--- config.mk ---
export PLATFORM = sky130hd
export DESIGN_NAME = regfile_param_flat
export DESIGN_NICKNAME = d
export VERILOG_FILES = /design/src/rtl/regfile_param_if.sv /design/src/rtl/regfile_param.sv /design/src/flat_wrapper.sv
export SDC_FILE = /design/constraint.sdc
export NUM_CORES = 2
export LEC_CHECK = 0
export BUFFER_PORTS_ARGS = -buffer_cell sky130_fd_sc_hd__clkbuf_2
export CAP_MARGIN = 20
export CORE_MARGIN = 3
export CORE_UTILIZATION = 45
export CTS_BUF_LIST = sky130_fd_sc_hd__clkbuf_4 sky130_fd_sc_hd__clkbuf_8 sky130_fd_sc_hd__clkbuf_16
export CTS_CLUSTER_SIZE = 40
export DETAILED_ROUTE_END_ITERATION = 16
export GPL_TIMING_DRIVEN = 1
export PLACE_DENSITY = 0.57
export SYNTH_ARGS = -nofsm -noshare
export SYNTH_HDL_FRONTEND = slang
export SYNTH_SLANG_ARGS = --single-unit
--- constraint.sdc ---
create_clock -name clock -period 3 [get_ports clock]
set_clock_uncertainty 0.05 [all_clocks]
set_input_delay 0.3 -clock clock [delete_from_list [all_inputs] [get_ports clock]]
set_output_delay 0.3 -clock clock [all_outputs]
set_load 0.005 [all_outputs]
--- src/rtl/regfile_param_if.sv ---
// Register-file bus: decoder/control side drives addresses, write data and
// clear requests; the register file returns read data and clear status.
//   master : decoder / control unit side
//   slave  : register file side
interface regfile_param_if #(
  parameter int DATA_WIDTH = 32,
  parameter int ADDR_WIDTH = 5
);
  logic                  regwrite;
  logic [ADDR_WIDTH-1:0] writeRegister;
  logic [DATA_WIDTH-1:0] writeData;
  logic [ADDR_WIDTH-1:0] readRegister1;
  logic [ADDR_WIDTH-1:0] readRegister2;
  logic [DATA_WIDTH-1:0] readData1;
  logic [DATA_WIDTH-1:0] readData2;
  logic                  clear_req;
  logic                  clear_busy;
  logic                  write_dropped;

  modport master (
    output regwrite, writeRegister, writeData, readRegister1, readRegister2, clear_req,
    input  readData1, readData2, clear_busy, write_dropped
  );

  modport slave (
    input  regwrite, writeRegister, writeData, readRegister1, readRegister2, clear_req,
    output readData1, readData2, clear_busy, write_dropped
  );
endinterface

--- src/rtl/regfile_param.sv ---
// Parametrised register file with optional hardwired-zero register 0,
// optional write-to-read bypass, and a one-entry-per-cycle bulk-clear engine.
// Ports:
//   clock  : rising-edge clock
//   reset  : asynchronous active-low reset (clears the whole array)
//   bus    : regfile_param_if.slave -- write port, two combinational read
//            ports, clear_req in, clear_busy / write_dropped out
//
// state | meaning
// IDLE  | normal operation, writes and bypass enabled
// SWEEP | clearing entry cnt_q each cycle, user writes dropped
module regfile_param #(
  parameter int DATA_WIDTH = 32,
  parameter int ADDR_WIDTH = 5,
  parameter int ZERO_REG   = 1,
  parameter int BYPASS     = 1
) (
  input  logic            clock,
  input  logic            reset,
  regfile_param_if.slave  bus
);
  localparam int DEPTH = 1 << ADDR_WIDTH;
  localparam logic [ADDR_WIDTH-1:0] LAST_IDX = ADDR_WIDTH'(DEPTH - 1);

  typedef enum logic {IDLE = 1'b0, SWEEP = 1'b1} state_t;

  state_t                state_q, state_d;
  logic [ADDR_WIDTH-1:0] cnt_q, cnt_d;
  logic                  busy_q, busy_d;
  logic                  dropped_q, dropped_d;
  logic [DATA_WIDTH-1:0] mem_q [DEPTH];

  logic                  wr_en;
  logic [ADDR_WIDTH-1:0] wr_addr;
  logic [DATA_WIDTH-1:0] wr_data;

  // Single physical write port shared by user writes and the sweep.
  always_comb begin
    state_d   = state_q;
    cnt_d     = cnt_q;
    dropped_d = 1'b0;
    wr_en     = 1'b0;
    wr_addr   = bus.writeRegister;
    wr_data   = bus.writeData;
    case (state_q)
      IDLE: begin
        if (bus.regwrite && !((ZERO_REG != 0) && (bus.writeRegister == '0)))
          wr_en = 1'b1;
        // A write in the same cycle as clear_req still commits; the sweep
        // reaches that entry later.
        if (bus.clear_req) begin
          state_d = SWEEP;
          cnt_d   = '0;
        end
      end
      SWEEP: begin
        wr_en     = 1'b1;
        wr_addr   = cnt_q;
        wr_data   = '0;
        dropped_d = bus.regwrite;
        if (cnt_q == LAST_IDX) begin
          state_d = IDLE;
          cnt_d   = '0;
        end else begin
          cnt_d = cnt_q + 1'b1;
        end
      end
      default: begin
        state_d = IDLE;
        cnt_d   = '0;
      end
    endcase
    busy_d = (state_d == SWEEP);
  end

  always_ff @(posedge clock or negedge reset) begin
    if (!reset) begin
      state_q   <= IDLE;
      cnt_q     <= '0;
      busy_q    <= 1'b0;
      dropped_q <= 1'b0;
    end else begin
      state_q   <= state_d;
      cnt_q     <= cnt_d;
      busy_q    <= busy_d;
      dropped_q <= dropped_d;
    end
  end

  always_ff @(posedge clock or negedge reset) begin
    if (!reset) begin
      for (int i = 0; i < DEPTH; i++) mem_q[i] <= '0;
    end else if (wr_en) begin
      mem_q[wr_addr] <= wr_data;
    end
  end

  function automatic logic [DATA_WIDTH-1:0] read_port(input logic [ADDR_WIDTH-1:0] addr);
    logic [DATA_WIDTH-1:0] r;
    if ((ZERO_REG != 0) && (addr == '0))
      r = '0;
    else if ((BYPASS != 0) && bus.regwrite && (state_q == IDLE) && (bus.writeRegister == addr))
      r = bus.writeData;
    else
      r = mem_q[addr];
    return r;
  endfunction

  assign bus.readData1     = read_port(bus.readRegister1);
  assign bus.readData2     = read_port(bus.readRegister2);
  assign bus.clear_busy    = busy_q;
  assign bus.write_dropped = dropped_q;
endmodule

--- src/flat_wrapper.sv ---
// flat-port wrapper written by rule: the top's interface ports become plain ports
module regfile_param_flat 
#(
  parameter int DATA_WIDTH = 32,
  parameter int ADDR_WIDTH = 5,
  parameter int ZERO_REG   = 1,
  parameter int BYPASS     = 1
)
  (clock, reset, bus_regwrite, bus_writeRegister, bus_writeData, bus_readRegister1, bus_readRegister2, bus_clear_req, bus_readData1, bus_readData2, bus_clear_busy, bus_write_dropped);
  regfile_param_if #(.DATA_WIDTH(DATA_WIDTH), .ADDR_WIDTH(ADDR_WIDTH)) bus_i ();
  input  logic clock;
  input  logic reset;
  input wire logic [$bits(bus_i.regwrite)-1:0] bus_regwrite;
  input wire logic [$bits(bus_i.writeRegister)-1:0] bus_writeRegister;
  input wire logic [$bits(bus_i.writeData)-1:0] bus_writeData;
  input wire logic [$bits(bus_i.readRegister1)-1:0] bus_readRegister1;
  input wire logic [$bits(bus_i.readRegister2)-1:0] bus_readRegister2;
  input wire logic [$bits(bus_i.clear_req)-1:0] bus_clear_req;
  output wire logic [$bits(bus_i.readData1)-1:0] bus_readData1;
  output wire logic [$bits(bus_i.readData2)-1:0] bus_readData2;
  output wire logic [$bits(bus_i.clear_busy)-1:0] bus_clear_busy;
  output wire logic [$bits(bus_i.write_dropped)-1:0] bus_write_dropped;
  assign bus_i.regwrite = bus_regwrite;
  assign bus_i.writeRegister = bus_writeRegister;
  assign bus_i.writeData = bus_writeData;
  assign bus_i.readRegister1 = bus_readRegister1;
  assign bus_i.readRegister2 = bus_readRegister2;
  assign bus_i.clear_req = bus_clear_req;
  assign bus_readData1 = bus_i.readData1;
  assign bus_readData2 = bus_i.readData2;
  assign bus_clear_busy = bus_i.clear_busy;
  assign bus_write_dropped = bus_i.write_dropped;
  regfile_param #(.DATA_WIDTH(DATA_WIDTH), .ADDR_WIDTH(ADDR_WIDTH), .ZERO_REG(ZERO_REG), .BYPASS(BYPASS)) u_core (.clock(clock), .reset(reset), .bus(bus_i));
endmodule
======== Word-level counts from Yosys, hierarchy flattened ========
Index checks and enable logic that the tools add are counted.
operators by class
  bitwise operators ....................... 4
  equal/unequal tests ..................... 4
  magnitude comparators ................... 4
  add/sub/neg operators ................... 1
  multiplexer cells ....................... 24
  reductions and logical operators ........ 9
operator list
  cell                                                                   count
  1024-bit bitwise mux                                                   1
  32-bit binary-select mux with 5-bit select                             2
  32-bit two-way mux                                                     10
  32-bit demux with 5-bit select                                         1
  6-bit >= comparator (second input constant)                            3
  5-bit inverter with 6-bit output                                       3
  5-bit zero test                                                        3
  5-bit two-way mux                                                      3
  5-bit == test                                                          2
  5-bit case mux with 2 select lines                                     1
  6-bit by 1-bit < comparator with 1-bit output (second input constant)  1
  5-bit by 1-bit adder with 5-bit output (second input constant)         1
  5-bit == test (second input constant)                                  1
  1-bit logical AND                                                      5
  1-bit two-way mux                                                      4
  1-bit case mux with 2 select lines                                     2
  2-bit inequality test (second input constant)                          1
  1-bit zero test                                                        1
  1-bit inverter                                                         1
storage, ports and cells
  register bits ........................... 1031
  word-level logic and storage cells ...... 81
  output and inout bits ................... 66
  bits of input ports ..................... 51

======== Logic depth before layout (Yosys ltp) ========
  depth after elaboration ................. 7
  gate-level depth with buffers ........... 10
  depth with buffers taken out ............ 6

======== Least setup slack after synthesis ========
Ideal clock, no wire load.
  kind .................................... input to output
  start point ............................. input bus_readRegister2[0]
  end point ............................... output bus_readData2[10]
  path slack .............................. 0.642 ns
  required time ........................... 2.650 ns
  data arrival time ....................... 2.008 ns
  path buffers ............................ 3
  cell stages on the path ................. 7
  cell sequence ........................... buf_4 > buf_8 > buf_2 > mux4_2 > a211oi_1 > a211oi_1 > a221o_1
between the ends
  longest elaborated chain between the ends .. 6
  elaborated cells on any way between the ends .. 9
  classes of those cells .................. eq/ne (1); mux (5); bitwise (1); reduce/logical (2)
RTL lines
  item                                                    RTL line              source
  from (decl)                                             flat_wrapper.sv:17    input wire logic [$bits(bus_i.readRegister2)-1:0] bus_readRegister2;
  5-bit inverter with 6-bit output (implied by the code)  regfile_param.sv:105  r = mem_q[addr];
  32-bit binary-select mux with 5-bit select              regfile_param.sv:105
  32-bit two-way mux (implied by the code) (2 in series)  regfile_param.sv:105
  32-bit two-way mux                                      regfile_param.sv:102  else if ((BYPASS != 0) && bus.regwrite && (state_q == IDLE) && (bus.writeRegister == addr))
  32-bit two-way mux (*)                                  regfile_param.sv:100  if ((ZERO_REG != 0) && (addr == '0))
  to (decl)                                               flat_wrapper.sv:20    output wire logic [$bits(bus_i.readData2)-1:0] bus_readData2;
Mark *: on every way between the ends. The rest lies on a longest branch, timed or not. The select of a mux whose other input is x is not followed.

======== Final worst setup path ========
  start point ............................. register u_core.state_q
  end point ............................... output bus_readData2[5]
between the ends
  longest elaborated chain between the ends .. 5
RTL lines
  item                             RTL line              source
  from (decl)                      regfile_param.sv:27   state_t state_q, state_d;
  from (signal assigned)           regfile_param.sv:83   state_q <= state_d;
  1-bit inverter                   -
  1-bit logical AND (2 in series)  regfile_param.sv:102
  32-bit two-way mux               regfile_param.sv:102
  32-bit two-way mux               regfile_param.sv:100
Every way passes these cells.

==> results.ini <==
[run_status]
status=finished, violations left
failed_checks=negative setup slack

[yosys]
yosysSeqAreaShare=0.4763
synthTopCellsByArea=dfrtp_1 48%, mux4_2 17%, o21ai_0 9.7%, nand2_1 7.2%, mux2i_1 4.6%
synth_ff_type=dfrtp_1
synthesis.nets=5084
synthCells=5031
syn_avg_cell_area_um2=10.77
synthArstFlopShare=1.000
synthDistinctLibCells=67
synth-seq-cells=1031
yosys.area.top_type_share=0.4763
synth-edff-count=0
synth_top_cell_by_area=dfrtp_1
synth_area_um2=54160
ys_warn_count=0

[sta]
tightest_slew_ns=1.185
final-hold-violation-count=0
tns_ns=-2.316
slew_headroom=0.2064
period_minus_slack_ns=3.191
final_max_slew_viol_count=0
fmax_mhz=313.4
setup_ws_ns=-0.1908
fin_crit_sh=1.064
rsz0062_at_grt=yes
setup_viol=29

[pwr]
peakVddDrop_uv=619.0
power_mw=47.22
p_int_mw=31.51
p_sw_frac=0.3327
power.density_nw_per_um2=745.4
switchingPower_mw=15.71
leakage_nw=27.42
clockPowerShare=0.330
p_seq_frac=0.412
p_comb_frac=0.259

[critical_path]
crit_fanout=7
regToRegSetupSlack_ns=0.13
cp_top_family=buffers and inverters
cpPeakStageDelay_ns=0.43
cp_num_buf_inv=5
r2r_cells=7
cp.required_ns=2.65
end_kind=output pin
path_cells=nor2b_1 > buf_4 > nand2_4 > buf_6 > nor3_4 > buf_12 > nor3_4 > buf_12 > a221o_1 > buf_2
r2r_start=u_core.state_q
reg2reg_to=u_core.mem_q[90]
cp.arrival_ns=2.84
worstSetupPathType=register to output pin
cp_slowest_cell=a221o_1
critPathLaunchType=register

[cells_and_area]
fillers=10471
stdcell_count=6819
final_util=0.5336
syn_to_final_growth_pct=16.95
drive_gt1_frac=0.2354
multi_input_area_um2=26540
ff_latch_area_um2=25800
num-nets-final=5170
postLayoutCellArea_um2=63350

[global_route]
grt_max_degree=171
met2_usage=0.4938
track_usage=0.3215
antenna_found_initial=8
met3_usage=0.06378
grt_first_pass_wirelength_mm=295.1
grt_use_met1=0.4454
grt_busiest_layer=met2
gr-total-overflow=0
grt_pass1_vias=42160

[floorplan]
ios=117
core_um2=118700
die_h_um=352.9
die_w_um=352.9
die_area_um2=124600
initial_core_util=0.4563
num_rows=126

[drt]
viasPerCell=6.248
post-route-drc-count=0
drt_first_pass_iters=6
drtIter0Drc=4659
detailroute.via_count=42608
avgRoutedWirePerCell_um=29.73
antenna_left=0
wl_mm=202.8

[cts]
cts_buffers=116
clk_pin_slew_ns=0.06
cts_root_buffer=clkbuf_16
insertion_delay_ns=0.71
htreeDepth=3
cts_tree=done
cts.sinks=1031
cts_buffer_depth=3

[worst_hold_path]
holdPathStages=3
whs_endpoint=u_core.mem_q[624]
hold_class=input port to register
hold_start=bus_writeData[16]

[flow_run]
maxCapViolCount=0

[placed_design]
dpl.hpwl_mm=124.2
port_buffers=116
place.gp.congestion=0.8761
dpl.cell_count=6570
dpl_cell_area_um2=58330

==> worst min-delay path, cell delays in order <==
cell and delay (ns):
clkbuf_2 0.12, nand2b_1 0.23, o21ai_0 0.13
==> stage by stage <==
stage | setup slack (ns) | hold slack [ns]
3_5_place_dp | -0.5000 | 0.1081
2_1_floorplan | 0.6420 | -0.04559
3_3_place_gp | -0.4532 | 0.1014
4_1_cts | -0.1721 | 0.01757
5_1_grt | -0.2516 | 0.08821
6_report | -0.1908 | 0.05795
==> kinds of logic (layout without fill, tap and decap cells) <==
group | after synthesis | after routing | synth area share
AND/OR/NAND/NOR | 1327 | 1327 | 0.1028
multiplexers | 682 | 682 | 0.2197
buffers and inverters | 513 | 698 | 0.04551
AO/OA/AOI/OAI | 1464 | 1464 | 0.1533
flip-flops | 1031 | 1031 | 0.4763
XOR/XNOR | 12 | 12 | 0.001940
adder cells (fa/ha/maj) | 2 | 2 | 0.0004619
other | 0 | 3 | 0
==> cells in the mapped netlist (9+ instances only) <==
library cell  count
buf_4            26
a221o_1          24
nor3b_1           9
o22a_1           13
nor4_1           14
and2_1           17
o21ai_1          35
a211oi_1         56
o22ai_1          54
mux2i_1         248
o211ai_1         14
nand2b_1         43
nor3_1           28
mux4_2          397
nand2_1        1044
a21oi_1          52
buf_1             9
a211o_1          10
a31oi_1          25
dfrtp_1        1031
nand3_1          10
nor2b_1          70
a221oi_1         44
clkbuf_1        359
buf_2            75
a2111oi_0        10
buf_6            25
nor2_1           51
o21ai_0        1049
mux2_2           33
xnor2_1          12
a22oi_1          29
nand2_2          10
==> per-layer routing <==
metal  vias to the layer above  wire length, um
met4                         4             9447
met3                       482            17320
met5                         -               23
li1                      18498                -
met2                      1999            92380
met1                     21625            83600
==> area by class of cell <==
class                           instances  area share
Multi-Input combinational cell       3487      0.4190
Sequential cell                      1031      0.4073
Timing Repair Buffer                  474     0.07510
Clock buffer                          174     0.05728
Tap cell                             1600     0.03160
Clock inverter                         43    0.009224
Inverter                                7   0.0004148
Antenna cell                            3   0.0001185
==> power by group through the flow <==
stage                     Clock, mW  Sequential [mW]  Combinational [mW]
after floorplan                   0             18.8                7.52
after global placement            0             19.4                11.7
after detailed placement          0             19.6                12.0
after CTS                      15.7             19.3                12.0
after global routing           16.3             19.8                13.2
final                          15.6             19.4                12.2
==> sequential cells by signal, indices dropped and copies added, names as in the netlist <==
signal and flops:
u_core.cnt_q 5, u_core.state_q 1, u_core.bus.write_dropped 1, u_core.mem_q 1024
==> worst max-delay path by stage <==
| stage | from | endpoint | cells after the start |
|---|---|---|---|
| after floorplan | bus_readRegister2[0] | bus_readData2[10] | 7 |
| after global placement | bus_readRegister1[0] | bus_readData1[21] | 10 |
| final | u_core.state_q | bus_readData2[5] | 10 |
| after global routing | u_core.state_q | bus_readData2[5] | 10 |
| after detailed placement | bus_readRegister1[0] | bus_readData1[21] | 10 |
| after CTS | u_core.state_q | bus_readData2[6] | 10 |
==> what timing repair did <==
action                     CTS  global route
setup endpoints to repair   54            55
pin swaps                   20            25
setup buffers               10            18
gates cloned                 0             3
hold endpoints to repair   566             0
resized for setup           40            94
hold buffers                 5             0
==> layout by cell type, fill, tap and decap left out, types with 14 or more instances in the layout <==
| cell type | instances |
|---|---|
| buf_12 | 101 |
| o22ai_1 | 53 |
| and2_1 | 17 |
| clkbuf_16 | 121 |
| a21oi_1 | 41 |
| o211ai_1 | 14 |
| o21ai_0 | 1034 |
| nor2_1 | 43 |
| a22oi_1 | 29 |
| a221oi_1 | 44 |
| nand2_1 | 1028 |
| a211oi_1 | 52 |
| a31oi_1 | 24 |
| mux2i_1 | 248 |
| buf_6 | 18 |
| clkbuf_8 | 40 |
| dfrtp_1 | 1030 |
| o21ai_1 | 39 |
| nor3_1 | 23 |
| clkbuf_4 | 17 |
| mux4_2 | 398 |
| buf_4 | 237 |
| nand2_4 | 25 |
| a221o_1 | 24 |
| nand2b_1 | 42 |
| clkinv_2 | 21 |
| nor2b_1 | 67 |
| mux2_2 | 33 |
| clkbuf_2 | 89 |
No activity file was read; power rests on OpenSTA's default activity.
